File: config.mk
export PLATFORM = sky130hd
export DESIGN_NAME = prefetch_queue
export DESIGN_NICKNAME = d
export VERILOG_FILES = /design/src/rtl/prefetch_pkg.sv /design/src/rtl/prefetch_fifo.sv /design/src/rtl/prefetch_queue.sv
export SDC_FILE = /design/constraint.sdc
export NUM_CORES = 1
export LEC_CHECK = 0
export ABC_AREA = 0
export BUFFER_PORTS_ARGS = -buffer_cell sky130_fd_sc_hd__buf_2
export CAP_MARGIN = 20
export CORE_MARGIN = 5
export CORE_UTILIZATION = 58
export CTS_CLUSTER_DIAMETER = 40
export DETAILED_ROUTE_END_ITERATION = 6
export PLACE_DENSITY_LB_ADDON = 0.12
export SYNTH_ARGS = -nofsm -noshare
export SYNTH_HDL_FRONTEND = slang
export SYNTH_HIERARCHICAL = 1
export SYNTH_SLANG_ARGS = --single-unit
export TNS_END_PERCENT = 50
File: constraint.sdc
create_clock -name clk -period 7.6 [get_ports clk]
set_clock_uncertainty 0.15 [all_clocks]
set_input_delay 0.38 -clock clk [delete_from_list [all_inputs] [get_ports clk]]
set_output_delay 0.38 -clock clk [all_outputs]
set_load 0.03 [all_outputs]
File: src/rtl/prefetch_pkg.sv
// Shared types and constants for the instruction prefetch queue.
// Optional Thumb support in the users of this package is controlled by PREFETCH_THUMB_EN.
package prefetch_pkg;

    typedef logic [31:0] word_t;

    // Fetch FSM states: nothing pending, live request pending, stale request pending
    typedef enum logic [1:0] {
        IDLE    = 2'd0,
        REQ     = 2'd1,
        DISCARD = 2'd2
    } prefetch_state_t;

    // One buffered instruction together with the address it was fetched from
    typedef struct packed {
        word_t instr;
        word_t pc;
    } prefetch_entry_t;

    localparam word_t ARM_STEP   = 32'd4;
    localparam word_t THUMB_STEP = 32'd2;

    // Force a fetch address onto the natural alignment of the selected mode
    function automatic word_t align_pc(input word_t pc, input logic thumb);
        return thumb ? {pc[31:1], 1'b0} : {pc[31:2], 2'b00};
    endfunction

endpackage

File: src/rtl/prefetch_fifo.sv
// DEPTH-entry synchronous FIFO of prefetch entries with clear, count and
// registered-only head outputs (no path from push data to the head).
module prefetch_fifo
    import prefetch_pkg::*;
#(
    parameter int DEPTH = 4
) (
    input  logic                     clk,
    input  logic                     rst,
    input  logic                     i_clear,
    input  logic                     i_push,
    input  prefetch_entry_t          i_push_entry,
    input  logic                     i_pop,
    output logic [$clog2(DEPTH):0]   o_count,
    output logic                     o_valid,
    output prefetch_entry_t          o_head
);

    localparam int PW = $clog2(DEPTH);
    localparam int CW = PW + 1;

    prefetch_entry_t r_mem [DEPTH];
    logic [PW-1:0]   r_wr_ptr;
    logic [PW-1:0]   r_rd_ptr;
    logic [CW-1:0]   r_count;

    logic w_pop_ok;
    logic w_push_ok;

    assign w_pop_ok  = i_pop && (r_count != '0);
    // A push into a full FIFO is only legal when the head leaves on the same edge
    assign w_push_ok = i_push && ((r_count != CW'(DEPTH)) || w_pop_ok);

    // Pointer and occupancy bookkeeping; clear overrides any push or pop
    always_ff @(posedge clk or posedge rst) begin
        if (rst) begin
            r_wr_ptr <= '0;
            r_rd_ptr <= '0;
            r_count  <= '0;
        end else if (i_clear) begin
            r_wr_ptr <= '0;
            r_rd_ptr <= '0;
            r_count  <= '0;
        end else begin
            if (w_push_ok) begin
                r_wr_ptr <= r_wr_ptr + PW'(1);
            end
            if (w_pop_ok) begin
                r_rd_ptr <= r_rd_ptr + PW'(1);
            end
            r_count <= r_count + CW'(w_push_ok) - CW'(w_pop_ok);
        end
    end

    // Entry storage; contents need no reset because the head is gated by count
    always_ff @(posedge clk) begin
        if (w_push_ok && !i_clear) begin
            r_mem[r_wr_ptr] <= i_push_entry;
        end
    end

    assign o_count = r_count;
    assign o_valid = (r_count != '0);
    assign o_head  = o_valid ? r_mem[r_rd_ptr] : '0;

endmodule

File: src/rtl/prefetch_queue.sv
// Instruction prefetch queue: issues fetches ahead of execution, buffers up to
// DEPTH instructions with their addresses, and restarts on a flush.
// Define PREFETCH_THUMB_EN to enable Thumb (halfword) fetch mode; without it
// every fetch is an ARM word fetch and flush_thumb is ignored.
module prefetch_queue
    import prefetch_pkg::*;
#(
    parameter int          DEPTH    = 4,
    parameter logic [31:0] RESET_PC = 32'h0000_0000
) (
    input  logic        clk,
    input  logic        reset,
    input  logic        flush,
    input  logic [31:0] flush_pc,
    input  logic        flush_thumb,
    output logic        instr_valid,
    output logic [31:0] instr,
    output logic [31:0] instr_pc,
    input  logic        instr_pop,
    output logic        bus_read_en,
    output logic [31:0] bus_addr,
    output logic        bus_instruction_fetch,
    input  logic [31:0] bus_rdata,
    input  logic        bus_ack
);

    localparam int CW = $clog2(DEPTH) + 1;

    prefetch_state_t r_state;
    prefetch_state_t w_state_next;
    word_t           r_fetch_pc;
    word_t           w_fetch_pc_next;
    word_t           r_bus_addr;
    word_t           w_bus_addr_next;
    logic            r_bus_read_en;
    logic            w_read_en_next;

    logic            w_thumb;
    logic            w_thumb_next;
    word_t           w_push_data;
    word_t           w_step;

    logic            w_push;
    logic            w_pop;
    logic            w_issue;
    logic            w_room;
    logic [CW-1:0]   w_count;
    logic [CW-1:0]   w_count_next;

    prefetch_entry_t w_push_entry;
    prefetch_entry_t w_head;

`ifdef PREFETCH_THUMB_EN
    logic  r_thumb;
    logic [15:0] w_halfword;

    assign w_thumb      = r_thumb;
    assign w_thumb_next = flush ? flush_thumb : r_thumb;
    assign w_halfword   = r_bus_addr[1] ? bus_rdata[31:16] : bus_rdata[15:0];
    assign w_push_data  = r_thumb ? {16'h0000, w_halfword} : bus_rdata;

    // Current fetch mode, switched only by a flush
    always_ff @(posedge clk or posedge reset) begin
        if (reset) begin
            r_thumb <= 1'b0;
        end else begin
            r_thumb <= w_thumb_next;
        end
    end
`else
    logic w_unused_flush_thumb;

    assign w_unused_flush_thumb = flush_thumb;
    assign w_thumb              = 1'b0;
    assign w_thumb_next         = 1'b0;
    assign w_push_data          = bus_rdata;
`endif

    assign w_step = w_thumb ? THUMB_STEP : ARM_STEP;

    // Only a live (non-stale) request delivers data, and a flush discards it
    assign w_push       = (r_state == REQ) && bus_ack && !flush;
    assign w_pop        = instr_pop && instr_valid && !flush;
    assign w_count_next = flush ? '0 : (w_count + CW'(w_push) - CW'(w_pop));
    assign w_room       = (w_count_next < CW'(DEPTH));

    assign w_push_entry.instr = w_push_data;
    assign w_push_entry.pc    = r_bus_addr;

    prefetch_fifo #(
        .DEPTH (DEPTH)
    ) u_fifo (
        .clk          (clk),
        .rst          (reset),
        .i_clear      (flush),
        .i_push       (w_push),
        .i_push_entry (w_push_entry),
        .i_pop        (w_pop),
        .o_count      (w_count),
        .o_valid      (instr_valid),
        .o_head       (w_head)
    );

    // Next fetch address, next state and next bus request
    always_comb begin
        w_state_next    = r_state;
        w_fetch_pc_next = r_fetch_pc;
        w_issue         = 1'b0;

        if (flush) begin
            w_fetch_pc_next = align_pc(flush_pc, w_thumb_next);
        end else if (w_push) begin
            w_fetch_pc_next = r_fetch_pc + w_step;
        end

        case (r_state)
            IDLE: begin
                w_issue      = w_room;
                w_state_next = w_room ? REQ : IDLE;
            end
            REQ: begin
                if (bus_ack) begin
                    w_issue      = w_room;
                    w_state_next = w_room ? REQ : IDLE;
                end else if (flush) begin
                    w_state_next = DISCARD;
                end
            end
            DISCARD: begin
                if (bus_ack) begin
                    w_issue      = w_room;
                    w_state_next = w_room ? REQ : IDLE;
                end
            end
            default: begin
                w_state_next = IDLE;
            end
        endcase

        // A request address is always the fetch PC as it stands after this edge
        w_bus_addr_next = w_issue ? w_fetch_pc_next : r_bus_addr;
        w_read_en_next  = (w_state_next != IDLE);
    end

    // State, fetch PC and registered bus request
    always_ff @(posedge clk or posedge reset) begin
        if (reset) begin
            r_state       <= IDLE;
            r_fetch_pc    <= RESET_PC;
            r_bus_addr    <= '0;
            r_bus_read_en <= 1'b0;
        end else begin
            r_state       <= w_state_next;
            r_fetch_pc    <= w_fetch_pc_next;
            r_bus_addr    <= w_bus_addr_next;
            r_bus_read_en <= w_read_en_next;
        end
    end

    assign bus_read_en           = r_bus_read_en;
    assign bus_instruction_fetch = r_bus_read_en;
    assign bus_addr              = r_bus_addr;
    assign instr                 = w_head.instr;
    assign instr_pc              = w_head.pc;

endmodule

# After elaboration in Yosys (flattened, before gate mapping)
# Memories as Yosys holds them, arrays and structs flattened.
# Cells that the tools add are included.
dict set report totals {
  inputBits 70
  memories 1
  output_inout_bits 99
  ram_bits 256
  ff_bits 74
  wordCells 52
}
dict set report op_classes {
  mux 18
  reduce_logical 15
  n_eq_ne 3
  addsub 7
  magnitude_cmp 1
}
# name words width read_ports rd_ports_with_merged_regs write_ports line
set mem_list {}
lappend mem_list {u_fifo.r_mem 4 64 1 0 1 prefetch_fifo.sv:22} ;# prefetch_entry_t r_mem [DEPTH];
# cell count
set op_table {}
lappend op_table {{$mux 32} 2}
lappend op_table {{$mux 64} 1}
lappend op_table {{$add 32x3->32 const B} 1}
lappend op_table {{$mux 2} 7}
lappend op_table {{$logic_and 1x1->1} 7}
lappend op_table {{$add 3x1->3} 2}
lappend op_table {{$mux 3} 2}
lappend op_table {{$pmux 2 s3} 1}
lappend op_table {{$reduce_bool 2->1} 3}
lappend op_table {{$sub 3x1->3} 2}
lappend op_table {{$add 2x1->2 const B} 2}
lappend op_table {{$mux 1} 4}
lappend op_table {{$lt 3x3->1 const B} 1}
lappend op_table {{$ne 3x3->1 const B} 1}
lappend op_table {{$reduce_bool 3->1} 1}
lappend op_table {{$eq 2x1->1 const B} 1}
lappend op_table {{$eq 2x2->1 const B} 1}
lappend op_table {{$logic_not 2->1} 1}
lappend op_table {{$pmux 1 s2} 1}
lappend op_table {{$reduce_or 2->1} 1}
lappend op_table {{$logic_not 1->1} 1}
lappend op_table {{$logic_or 1x1->1} 1}

# Longest topological paths before layout
# Gate-level depths: netlist of the first run.
dict set report depth {
  ltp_word 11
  ltp_mapped 15
  depth_no_buf 14
}

# Hierarchy
# Netlist of the first run, hierarchy kept.
# mod n_inst area_per_inst_um2 seq_area_each_um2 cells_per_inst
set by_module_without_submodules {}
lappend by_module_without_submodules {prefetch_fifo 1 10123.5 7862.5 452}
lappend by_module_without_submodules {prefetch_queue 1 3404.5 1676.6 329}

# Least setup slack after synthesis of the first run
# Ideal clock, no wire load.
dict set report synth_path {
  path_kind {input port to flip-flop}
  start {input port flush}
  end {memory u_fifo/r_mem[0][0] in the netlist's numbering, enable pin}
  required_ps 6872
  slack_ps 506
  cell_stages 7
  path_buffers 2
  arrival_time_ps 6366
  setup_ps 578
  cell_sequence {clkbuf_1 -> clkinv_1 -> buf_1 -> and3_1 -> o41a_1 -> inv_1 -> nor3b_1}
}
dict set report synth_via {
  elab_chain_len 8
  elab_cells_between_ends 9
  cone_classes {2 x mux; 7 x reduce/logical}
}
# item line
set synth_lines {}
lappend synth_lines {{from (decl)} prefetch_queue.sv:13} ;# input logic flush,
lappend synth_lines {{$logic_not 1->1} prefetch_queue.sv:83} ;# assign w_pop = instr_pop && instr_valid && !flush;
lappend synth_lines {{$logic_and 1x1->1} prefetch_queue.sv:83}
lappend synth_lines {{via w_pop} prefetch_queue.sv:44} ;# logic w_pop;
lappend synth_lines {{$logic_and 1x1->1} prefetch_fifo.sv:30} ;# assign w_pop_ok = i_pop && (r_count != '0);
lappend synth_lines {{$logic_or 1x1->1} prefetch_fifo.sv:32} ;# assign w_push_ok = i_push && ((r_count != CW'(DEPTH)) || w_pop_ok);
lappend synth_lines {{$logic_and 1x1->1} prefetch_fifo.sv:32}
lappend synth_lines {{$logic_and 1x1->1} prefetch_fifo.sv:57} ;# if (w_push_ok && !i_clear) begin
lappend synth_lines {{$mux 1} prefetch_fifo.sv:57}
lappend synth_lines {{$mux 1 (not written as such)} prefetch_fifo.sv:58} ;# r_mem[r_wr_ptr] <= i_push_entry;
lappend synth_lines {{to (decl)} prefetch_fifo.sv:22}
# The timed path passes the listed nets, and every way through them passes these cells.

# Final worst setup path of the first run
dict set report layout_path {
  start {register u_fifo.r_count[1] (netlist: u_fifo/o_count[1])}
  end {register r_bus_addr[0] (netlist: bus_addr[0])}
}
dict set report layout_via {
  elab_chain_len 8
  elab_cells_between_ends 9
  cone_classes {2 x add/sub; 1 x order compare; 3 x mux; 3 x reduce/logical}
}
# item line
set layout_lines {}
lappend layout_lines {{from (decl)} prefetch_fifo.sv:25} ;# logic [CW-1:0] r_count;
lappend layout_lines {{from (signal assigned)} prefetch_fifo.sv:51} ;# r_count <= r_count + CW'(w_push_ok) - CW'(w_pop_ok);
lappend layout_lines {{$reduce_bool 3->1 *} prefetch_fifo.sv:63} ;# assign o_valid = (r_count != '0);
lappend layout_lines {{$logic_and 1x1->1 * (2 in a row)} prefetch_queue.sv:83}
lappend layout_lines {{via w_pop} prefetch_queue.sv:44}
lappend layout_lines {{$sub 3x1->3 *} prefetch_queue.sv:84} ;# assign w_count_next = flush ? '0 : (w_count + CW'(w_push) - CW'(w_pop));
lappend layout_lines {{$mux 3 *} prefetch_queue.sv:84}
lappend layout_lines {{$lt 3x3->1 *} prefetch_queue.sv:85} ;# assign w_room = (w_count_next < CW'(DEPTH));
lappend layout_lines {{$mux 1} {prefetch_queue.sv:122, prefetch_queue.sv:130}}
lappend layout_lines {{$pmux 1 s2 *} prefetch_queue.sv:116} ;# case (r_state)
lappend layout_lines {{to (signal assigned)} prefetch_queue.sv:155} ;# r_bus_addr <= w_bus_addr_next;
lappend layout_lines {{to (decl)} prefetch_queue.sv:33} ;# word_t r_bus_addr;
# Mark *: on every way through the listed nets, which the timed path passes. The rest lies on a longest branch.
# A chain may end at the register's enable or synchronous reset.

==> impl_results.md, run 1 <==
- Clock-pin slew on the worst setup and hold paths: 0.05 ns
- Syn avg cell area: approximately 17 um2
- Fin util: 0.734
- Synth area leader: edfxtp_1
- Layout area overhead: 23.6%
- Clock sinks: 330
- Post-route ant nets: 0
- Tcrit/Tclk final: 0.510
- Maximum buffer depth of the clock tree: 3
- DR WL/cell: between 20 and 25 um
- WS Path Type: flip-flop to flip-flop
- WP data required: 7.84 ns
- TNS Setup: 0 ns
- DRT Pass-1 Iters: 5
- Synth cell types: a little over 60
- Gpl congestion: between 0.8 and 0.9
- Area of the multi-input gates: 3720 um2
- Fillers: 1419
- Layout cells sized above 1: 0.336
- Mux cell area share after synthesis: 0.130
- Sequential cell area: 9550 um2
- Area contributors post-synth: edfxtp_1 57%, dfrtp_1 14%, mux4_2 11%
- Final setup violating endpoints: 0
- Die Area: ~26000 um2
- Row cnt: 55
- Yosys reg bits: 330
- Setup ws final: between 3 and 4 ns
- Worst-Skew Late Latency: around 0.52 ns
- Slew Limit Fails: 0
- PD cells: 331 nW/um2
- Vias in the first global route: 8439
- Worst Path Arrival: 4.12 ns
- Cell area after synthesis: 13500 um2
- Ys Warns: 6
- Dpl ws: 3.31 ns
- Root buf cell: clkbuf_16
- Total power: 5530 uW
- Fin Hold WS: 0.0183 ns
- Largest net degree at the start of global routing: 68
- FMAX: 258 MHz
- # port buffers: about 170
- Post-Synth Adder-Cell Area: 0.0135
- Final wirelength: 28.6 mm
- Post-synth EDFFs: around 260
- Largest family of logic cells by synthesized area: multiplexers
- Worst slew pin tran: 1.05 ns
- Via count: 7742
- Final Hold Vio Count: 0
- Relative slew slack: 0.298
- Hold Path Class: input port to flip-flop
- Nets: 1105
- Grt ovf: 0
- CORE AREA: 22800 um2
- GRT Overall Usage: 0.220
- CTS tree: yes
- Initial antenna violation count: 0
- I/O pin cnt: 169
- Post-CTS setup buffer count: 0
- Worst hold stages: 3
- Worst Reg-to-Reg Cells: 9
- Die Y: around 160 um
- Compound-Gate Fraction of Synth Area: 0.0301
- Synth Instances: 781
- DP HPWL: 17.6 mm
- Crit path time final: 3.88 ns
- CP max FO: 22
- CP Capture Type: flip-flop
- Synth Area in Simple Gates: 0.0842
- Post-synth top area share: 0.568
- Part of the Yosys area used for sequential elements: 0.705
- Initial DRC count: 541
- Total CTS buffers: 43
- H-tree depth: 2
- Mapped Nets: 865
- Drc violations: 0
- Xor-xnor portion of the synthesized cell area: 0.0149
- Status: finished clean
- Worst vdd ir: 0.286 mV
- Max-Cap Viols: 0
- Main synth FF type: edfxtp_1
- LEAKAGE: ~0.0063 uW
- RSZ-0062 raised after global routing: false
- Type of origin of the critical path: flip-flop
- Die width: 163 um
- Starting density of the core: 0.594
- Synth async-reset ratio: 0.224
- Vias per inst: about 5.7
- First-pass GRT wire length: 45.7 mm
## synth_stat cells (3+ instances only)
master,count
nor4_1,5
and3_1,5
nor2_1,19
mux2_2,19
o31a_1,3
nor3_1,10
dfrtp_1,74
nand3_1,16
inv_1,25
nand2b_1,6
xnor2_1,6
or4_1,3
buf_6,6
xor2_1,17
nor2b_1,5
o31ai_1,5
mux4_2,64
buf_2,11
mux2i_1,9
edfxtp_1,256
or3_1,3
nor3b_1,5
nand2_1,39
ha_1,13
a21oi_1,6
clkbuf_1,16
and2_1,69
o21ai_0,14
o221ai_1,7
nand4_1,5
a31oi_1,3
## metrics by stage
step,instance area [um2],std cells
global route,16700,1368
global placement,14700,1236
CTS,16700,1367
floorplan,13500,781
detailed placement,14700,1237
finish,16700,1369
## placed cells by master (no fill, tap or decap), types with 5 or more instances in the layout
cell and n:
nand3_1 16, mux2i_1 9, mux2_2 19, inv_6 9, xnor2_1 6, buf_4 13
and2_1 69, nor2_1 19, mux4_2 64, dfrtp_1 72, ha_1 13, a21oi_1 6
nand2_1 39, o221ai_1 7, o21ai_0 14, inv_1 24, xor2_1 17, bufinv_16 6
clkbuf_16 45, nor4_1 5, nor3_1 10, nand4_1 5, edfxtp_1 256, and3_1 5
dlygate4sd3_1 51, nand2b_1 6, nor2b_1 5, buf_2 165, clkbuf_1 6
## sequential cells by signal (all words and copies together), names as in the netlist
name and cells:
bus_addr 32, u_fifo/o_count 3, u_fifo/r_mem 256, u_fifo/r_wr_ptr 2, r_state 2, u_fifo/r_rd_ptr 2
bus_instruction_fetch 1, r_fetch_pc 32
## critical path: stages (launching register included)
cell and delay (ns):
dfrtp_1 0.48, or3_2 0.77, and3_1 0.32, ha_1 0.21
inv_1 0.05, ha_1 0.21, nand4b_1 0.10, a21oi_1 0.14
o31ai_4 0.90, mux2_2 0.42
## layer usage
layer / part of all wire / vias to the layer above / global-route usage
met4: 0.018 / 0 / 0.0568
li1: - / 3501 / -
met3: 0.053 / 47 / 0.0387
met5: 0 / - / 0
met1: 0.41 / 3964 / 0.294
met2: 0.52 / 230 / 0.379
## what timing repair did
item                      4_1_cts  5_1_grt
hold endpoints to repair      154        0
hold buffers                   51        0
resized for setup               0        0
## kinds of logic after synthesis
kind of cell	Yosys count
compound gates	57
simple gates	202
fa+ha+maj	14
mux	93
xor+xnor	23
buf+inv	62
flops	330
## power by group
| group | leakage, uW | total [uW] | switching [uW] | internal [uW] |
|---|---|---|---|---|
| Combinational | 0.00234 | 1110 | 730 | 382 |
| Clock | 0.000719 | 2060 | 753 | 1300 |
| Sequential | 0.00321 | 2360 | 177 | 2190 |
| Total | 0.00627 | 5530 | 1660 | 3870 |
## area by class of cell
cell class,instances,area share
inverter,26,0.00584
antenna,1,0.000150
tap,313,0.0234
clock buffer,51,0.0687
timing repair buffer,231,0.0876
clock inverter,28,0.0207
sequential,330,0.571
multi-input combinational,389,0.223
## worst paths after layout
kind                                   startpoint                 end  slack, ns
worst max-delay path            u_fifo/o_count[1]         bus_addr[0]       3.72
worst min-delay path                  flush_pc[2]       r_fetch_pc[2]       0.02
worst max register to register  u_fifo/o_count[1]         bus_addr[0]       3.72
worst min register to register      r_fetch_pc[1]       r_fetch_pc[1]       0.36
max in group asynchronous                   reset      r_fetch_pc[10]       6.18
min in group asynchronous                   reset  u_fifo/r_wr_ptr[0]       0.25
(Power assumes the default switching activity.)
==> run 2, diff against run 1 <==
CORE_UTILIZATION = 52   (was 58)
clock period = 3.2 ns   (was 7.6 ns; I/O delays follow)
==> impl_results.md, run 2 (synthesized netlist as in run 1, its figures left out) <==
- Status: finished clean
- Initial antenna violation count: 0
- Antenna Cells: 0
- Dpl ws: 0.213 ns
- Final setup violating endpoints: 0
- H-tree depth: 2
- Largest net degree at the start of global routing: between 60 and 70
- Maximum buffer depth of the clock tree: 3
- Worst vdd ir: 0.502 mV
- GRT Overall Usage: 0.196
- R2R setup slack: 0.18 ns
- Vias in the first global route: 8117
- Met2 Use GR: 0.322
- Met3 Use GR: 0.0375
- Tcrit/Tclk final: 0.943
- Slew Limit Fails: 0
- Grt ovf: 0
- Max-Cap Viols: 0
- DR WL/cell: around 20 um
- Post-CTS setup buffer count: 0
- CP peak stage delay: 0.44 ns
- Most frequent cells in the layout: 256 x edfxtp_1, 165 x buf_2, 71 x dfrtp_1
- Max reg flops: between 200 and 300
- Initial DRC count: 426
- Drc violations: 0
- Setup ws final: 0.181 ns
- DRT Pass-1 Iters: 5
- Clock-pin slew on the worst setup and hold paths: 0.05 ns
- Crit path time final: 3.02 ns
- CTS tree: yes
- LEAKAGE: 0.00643 uW
- Gr busiest metal: met2
- Die Area: 29300 um2
- # port buffers: 165
- Worst Path Arrival: 3.30 ns
- Type of origin of the critical path: flip-flop
- Total power: 12900 uW
- Final wirelength: 28.0 mm
- Hold Path Class: input port to flip-flop
- RSZ-0062 raised after global routing: false
- Final Hold Vio Count: 0
- Nets: around 1100
- Leading cell type in the layout, fill and taps excluded: edfxtp_1
- DP HPWL: 17.5 mm
- Row cnt: 59
- Die width: roughly 170 um
- FMAX: 331 MHz
- Die Y: 171 um
- Vias per inst: 5.40
- PD cells: 750 nW/um2
- Clock sinks: 330
- Layout cells sized above 1: 0.345
- Worst slew pin tran: 0.780 ns
- Layout area overhead: 26.7%
- Top reg by flops: u_fifo/r_mem
- Via count: 7693
- Worst-Skew Late Latency: 0.53 ns
- First-pass GRT wire length: 44.9 mm
- GR Util met1: 0.281
- Relative slew slack: 0.479
- CP max FO: 4
- WP data required: 3.48 ns
- Total CTS buffers: 42
- Worst path cell trace: or3_4 > and3_4 > o41a_1 > inv_2 > ha_1 > inv_1 > ha_1 > inv_1 > fa_1 > xor2_1 > and2_1 > nor3_1
- WS Path Type: flip-flop to flip-flop
- Gpl congestion: 0.781
- I/O pin cnt: 169
- Root buf cell: clkbuf_16
- Starting density of the core: 0.524
- Critical-path top delay cell: o41a_1
- CORE AREA: 25800 um2
- CP Capture Type: flip-flop
- Post-route ant nets: 0
run 2: cell types whose count changed in the layout (fill, tap and decap cells not counted), moves of 4 or more:
cell,delta
dlygate4sd3_1,+17
buf_12,+12
buf_4,+7
nor3b_2,-4
nor3b_4,+4
run 2: per-layer routing:
layer,vias to the layer above,share of wire
li1,3579,-
met1,3900,0.45
met2,184,0.49
met3,30,0.051
met4,0,0.011
met5,-,0
run 2: area by class of cell:
cell class | instances | area [um2]
Tap cell | 335 | 419
Multi-Input combinational cell | 389 | 3770
Sequential cell | 330 | 9550
Fill cell | 1890 | 8690
Inverter | 26 | 97.6
Timing Repair Buffer | 266 | 1920
Clock inverter | 30 | 309
Clock buffer | 48 | 1080
run 2: through the flow:
stage          cells  area, um2  hold WS [ns]   util  setup TNS [ns]
6_report        1424      17100        0.0695  0.664               0
3_3_place_gp    1278      15100      -0.00736  0.583               0
5_1_grt         1424      17100         0.120  0.664               0
3_5_place_dp    1278      15100      -0.00402  0.583               0
2_1_floorplan    781      13600        -0.187      -          -73.59
4_1_cts         1424      17100        0.0543  0.663               0
run 2: what timing repair did:
action | CTS | global route
setup endpoints to repair | 0 | 1
resized for setup | 0 | 1
hold buffers | 68 | 0
endpoints found under the hold margin | 231 | 0
run 2: path summary, 6_finish.rpt:
| kind | start | end | depth (start not counted) |
|---|---|---|---|
| worst max-delay path | u_fifo/o_count[0] | u_fifo/o_count[2] | 12 |
| worst min-delay path | instr_pop | u_fifo/r_rd_ptr[0] | 5 |
| worst max register to register | u_fifo/o_count[0] | u_fifo/o_count[2] | 12 |
| worst min register to register | r_fetch_pc[1] | r_fetch_pc[1] | 1 |
| max in group asynchronous | reset | r_fetch_pc[3] | 4 |
| min in group asynchronous | reset | bus_addr[0] | 3 |
run 2: critical path, delay by kind of cell, from the launching register on:
kind	cells	cell delay (ns)
buffers and inverters	3	0.20
and+or+nand+nor	4	0.88
xor gates and xnor gates	1	0.16
adders and majority gates	3	0.73
AOI/OAI and AO/OA	1	0.44
DFF	1	0.38
run 2: where the power goes:
part,switching (uW),internal [uW]
Clock,1830,2740
Combinational,1720,982
Sequential,390,5190
